`src/rtl/cynapse_div_pkg.sv`:
```
// Shared definitions for the iterative divider: controller states and default widths.
package cynapse_div_pkg;

  typedef enum logic [1:0] {
    IDLE = 2'd0,
    BUSY = 2'd1,
    DONE = 2'd2
  } div_state_e;

  localparam int DEF_DVND_W = 32;
  localparam int DEF_DVSR_W = 32;
  localparam int DEF_FRAC   = 0;

endpackage

```
`src/rtl/div_step.sv`:
```
// One restoring shift-subtract iteration: shift the next dividend bit into the
// partial remainder and subtract the divisor when it fits.
module div_step
  import cynapse_div_pkg::*;
#(
  parameter int DVSR_W = DEF_DVSR_W
) (
  input  logic [DVSR_W:0]   part_rem,
  input  logic              next_bit,
  input  logic [DVSR_W-1:0] dvsr,
  output logic [DVSR_W:0]   new_rem,
  output logic              q_bit
);

  logic [DVSR_W:0] shifted_s;
  logic [DVSR_W:0] diff_s;

  // Partial remainder is always below the divisor, so the shifted value fits in DVSR_W+1 bits.
  always_comb begin
    shifted_s = (part_rem << 1) | {{DVSR_W{1'b0}}, next_bit};
    diff_s    = shifted_s - {1'b0, dvsr};
    if (shifted_s >= {1'b0, dvsr}) begin
      new_rem = diff_s;
      q_bit   = 1'b1;
    end else begin
      new_rem = shifted_s;
      q_bit   = 1'b0;
    end
  end

endmodule

```
`src/rtl/iterative_divider.sv`:
```
// Unsigned restoring divider producing one quotient bit per cycle, with a
// valid/ready handshake on both operands and result.
module iterative_divider
  import cynapse_div_pkg::*;
#(
  parameter int DVND_W = DEF_DVND_W,
  parameter int DVSR_W = DEF_DVSR_W,
  parameter int FRAC   = DEF_FRAC,
  localparam int QW    = DVND_W + FRAC,
  localparam int CW    = $clog2(QW + 1)
) (
  input  logic              Clock,
  input  logic              Reset,
  input  logic              in_valid,
  output logic              in_ready,
  input  logic [DVND_W-1:0] dividend,
  input  logic [DVSR_W-1:0] divisor,
  output logic              out_valid,
  input  logic              out_ready,
  output logic [QW-1:0]     quotient,
  output logic [DVSR_W-1:0] remainder,
  output logic              div_by_zero
);

  div_state_e        state_r, state_n_s;
  logic [CW-1:0]     cnt_r;
  logic [QW-1:0]     qd_r;
  logic [DVSR_W:0]   rem_r;
  logic [DVSR_W-1:0] dvsr_r;
  logic              dz_r;
  logic              in_ready_r;
  logic              out_valid_r;
  logic              accept_s;
  logic              out_hs_s;
  logic              last_s;
  logic [DVSR_W:0]   step_rem_s;
  logic              step_q_s;

  assign accept_s = in_valid && in_ready_r;
  assign out_hs_s = out_valid_r && out_ready;
  assign last_s   = (cnt_r == CW'(QW - 1));

  // qd_r holds the unconsumed dividend bits in its top and collects quotient bits at the bottom.
  div_step #(.DVSR_W(DVSR_W)) u_step (
    .part_rem (rem_r),
    .next_bit (qd_r[QW-1]),
    .dvsr     (dvsr_r),
    .new_rem  (step_rem_s),
    .q_bit    (step_q_s)
  );

  // Next-state decode for the job controller.
  always_comb begin
    state_n_s = state_r;
    case (state_r)
      IDLE: begin
        if (accept_s) begin
          state_n_s = (divisor == {DVSR_W{1'b0}}) ? DONE : BUSY;
        end else begin
          state_n_s = IDLE;
        end
      end
      BUSY: begin
        if (last_s) begin
          state_n_s = DONE;
        end else begin
          state_n_s = BUSY;
        end
      end
      DONE: begin
        if (out_hs_s) begin
          state_n_s = IDLE;
        end else begin
          state_n_s = DONE;
        end
      end
      default: state_n_s = IDLE;
    endcase
  end

  // State register and handshake flags; out_valid trails entry into DONE by one cycle.
  always_ff @(posedge Clock) begin
    if (Reset) begin
      state_r     <= IDLE;
      in_ready_r  <= 1'b1;
      out_valid_r <= 1'b0;
    end else begin
      state_r     <= state_n_s;
      in_ready_r  <= (state_n_s == IDLE);
      out_valid_r <= (state_r == DONE) && (state_n_s == DONE);
    end
  end

  // Operand capture and the per-cycle shift-subtract datapath.
  always_ff @(posedge Clock) begin
    if (Reset) begin
      cnt_r  <= '0;
      qd_r   <= '0;
      rem_r  <= '0;
      dvsr_r <= '0;
      dz_r   <= 1'b0;
    end else if (accept_s) begin
      cnt_r  <= '0;
      dvsr_r <= divisor;
      if (divisor == {DVSR_W{1'b0}}) begin
        qd_r  <= '1;
        rem_r <= {1'b0, DVSR_W'(dividend)};
        dz_r  <= 1'b1;
      end else begin
        qd_r  <= QW'(dividend) << FRAC;
        rem_r <= '0;
        dz_r  <= 1'b0;
      end
    end else if (state_r == BUSY) begin
      cnt_r <= cnt_r + CW'(1);
      qd_r  <= (qd_r << 1) | {{(QW-1){1'b0}}, step_q_s};
      rem_r <= step_rem_s;
    end else begin
      cnt_r <= cnt_r;
      qd_r  <= qd_r;
      rem_r <= rem_r;
    end
  end

  assign in_ready    = in_ready_r;
  assign out_valid   = out_valid_r;
  assign quotient    = qd_r;
  assign remainder   = rem_r[DVSR_W-1:0];
  assign div_by_zero = dz_r;

endmodule

```
`config.mk`:
```
export PLATFORM = sky130hd
export DESIGN_NAME = iterative_divider
export DESIGN_NICKNAME = d
export VERILOG_FILES = /design/src/rtl/cynapse_div_pkg.sv /design/src/rtl/div_step.sv /design/src/rtl/iterative_divider.sv
export SDC_FILE = /design/constraint.sdc
export NUM_CORES = 1
export LEC_CHECK = 0
export CAP_MARGIN = 20
export CORE_UTILIZATION = 50
export CTS_BUF_LIST = sky130_fd_sc_hd__clkbuf_8
export CTS_CLUSTER_DIAMETER = 120
export DETAILED_ROUTE_END_ITERATION = 8
export GPL_ROUTABILITY_DRIVEN = 0
export PLACE_DENSITY = 0.87
export SYNTH_ARGS = -nofsm -noshare
export SYNTH_HDL_FRONTEND = slang
export SYNTH_HIERARCHICAL = 1
export SYNTH_SLANG_ARGS = --single-unit
export TNS_END_PERCENT = 50
```
`constraint.sdc`:
```
create_clock -name Clock -period 3.2 [get_ports Clock]
set_input_delay 0.64 -clock Clock [delete_from_list [all_inputs] [get_ports Clock]]
set_output_delay 0.64 -clock Clock [all_outputs]
set_load 0.02 [all_outputs]
```
==> metrics <==
outcome finished clean; drt pass-1 iters 5; Tcrit/Tclk final 96.4%; Setup crit end rem_r[28]; HPWL Detailed 15000 um; CTS sink count ~110; synthesis-to-layout area growth 20.3%; Worst slew margin 44.8%; R2R Setup Slk about 0.12 ns; Hold Buf Count CTS 0; Chip Width 123 um; P per Cell Area 558 mW/mm^2; met3 wire length 1610 um; yosys warns 6; Nets 1106; Crit path required time about 3.6 ns; Slew @ Worst Pin 0.827 ns; unrepaired setup endpoints after global routing no; WL per Instance 17.1 um; drt first-iter violations 582; Fmax 324 MHz; Max IR drop VDD 290 uV; via count 7202; Post-Syn Nets 1041; initial antenna violation count 0; Static Leak 3.44 nW; Top Metal Used met4; Non-Filler Instances 1189; Remaining DRCs 0; RR Startpoint quotient[31]; core box area 0.0141 mm^2; full die area about 0.015 mm^2; Root Driver clkbuf_8; Post-Synthesis Cells ~940; WP data arrival 3.44 ns; minimum clock period 3.08 ns; DIE HEIGHT about 120 um; Post-Route WL 20300 um; worst hold path type flop to flop; Routed met2 length 8960 um; CTS max path bufs 2; Fin. Hold Viols 0; Worst Clk Skew 0.0181 ns; vias per cell roughly 6.1; critical path launch point quotient[31]; Layout Utilization 62.4%; vias in the first global route 6518; kind of critical path flop to flop; CTS tree done; Final Power 0.00491 W; max-slew violations 0; grt total ovfl 0; # rows 43; Post-Route Setup TNS 0 ns; DRT antenna net count 0; largest net degree at the start of global routing 74; critical path startpoint category flop; I/O pin count 135; Starting Density between 50% and 60%; worst-skew pair later-pin latency 0.41 ns; Total Routing Usage GR 27.2%; layout cells sized above 1 a little over 7%; crit-path max FO 4; diode count 0; first-pass GRT wire length 32300 um; RR Endpoint rem_r[28]; CP Capture Type flop; Reg clk slew, reported paths 0.12 ns; R2R cell count 13; Cell Area, Synth ~0.0073 mm^2; max cap viols 0; DP Cell Count about 1200; CTS Buf Count 9; Buffers on Ports between 100 and 150; Avg Inst Size Synth 7.79 um^2; M1 WL 9290 um; H-tree Lvls 3; final setup fails 0
## metal layers
layer  vias to the layer above  GRT usage, %
met5                         -             0
met4                         0          10.2
met3                        35          5.90
met2                       316          41.3
met1                      3385          37.7
li1                       3466             -
## cell usage in the layout, fill, tap and decap left out, drive strengths merged, types with 8 or more instances in the layout
master,count
ha,33
a21oi,87
o22ai,33
nor4,9
a21o,11
nand3b,33
nand2b,10
dfxtp,107
nor3,12
a221oi,32
buf,22
o21bai,34
nor2,71
xor2,14
clkbuf,9
nand3,10
nand2,109
nand4,9
inv,43
xnor2,15
clkdlybuf4s50,133
and2,8
mux2i,32
o21a,10
o21ai,62
## report_power, final
group          internal [W]  switching (W)  total (W)
Clock              0.000375       0.000522   0.000897
Sequential          0.00145       0.000120    0.00157
Combinational       0.00106        0.00138    0.00244
Total               0.00288        0.00202    0.00491
## sequential cells by signal (all words and copies together) (netlist names)
name         cells
in_ready         1
state_r          2
quotient        32
div_by_zero      1
cnt_r            6
dvsr_r          32
rem_r           32
out_valid        1
## what timing repair did
action                                  4_1_cts  5_1_grt
hold endpoints to repair                      0        0
setup buffers                                 0        1
endpoints found under the setup margin        1       16
pin swaps                                     0        5
gates resized for setup                       2       12
## metrics by stage
stage / hold slack [ns] / worst slack, ns / cell area (um^2)
6_report: 0.457 / 0.115 / 8790
5_1_grt: 0.477 / 0.0324 / 8790
4_1_cts: 0.461 / 0.0534 / 8750
3_5_place_dp: 0.448 / -0.0538 / 8540
3_3_place_gp: 0.442 / 0.0121 / 8540
2_1_floorplan: 0.436 / 0.431 / 7310
## critical path, stage by stage (launching register included)
cell	delay, ns
dfxtp_4	0.39
inv_1	0.05
ha_1	0.23
fa_2	0.37
nor2b_2	0.15
o2111ai_2	0.15
a21oi_2	0.23
o211ai_1	0.21
a211oi_2	0.33
o211ai_1	0.17
nor4b_2	0.20
nor3_2	0.21
o21ai_0	0.15
o22ai_1	0.17
## final cells by class
type                       instances  area [um^2]
timing repair buffer             155         1550
fill                            1214         5300
clock inverter                     7         83.8
sequential                       107         2150
multi-input combinational        691         4520
inverter                          40          153
tap                              180          225
clock buffer                       9          124
## how the worst min path moves through the flow
stage,to,start,slack (ns),cells after the start
after floorplan,dvsr_r[10],dvsr_r[10],0.44,2
after global placement,dvsr_r[30],dvsr_r[30],0.44,2
after detailed placement,dvsr_r[18],dvsr_r[18],0.45,2
after CTS,dvsr_r[18],dvsr_r[18],0.46,2
after global routing,dvsr_r[18],dvsr_r[18],0.48,2
final,dvsr_r[18],dvsr_r[18],0.46,2
No activity file was read; power rests on OpenSTA's default activity.
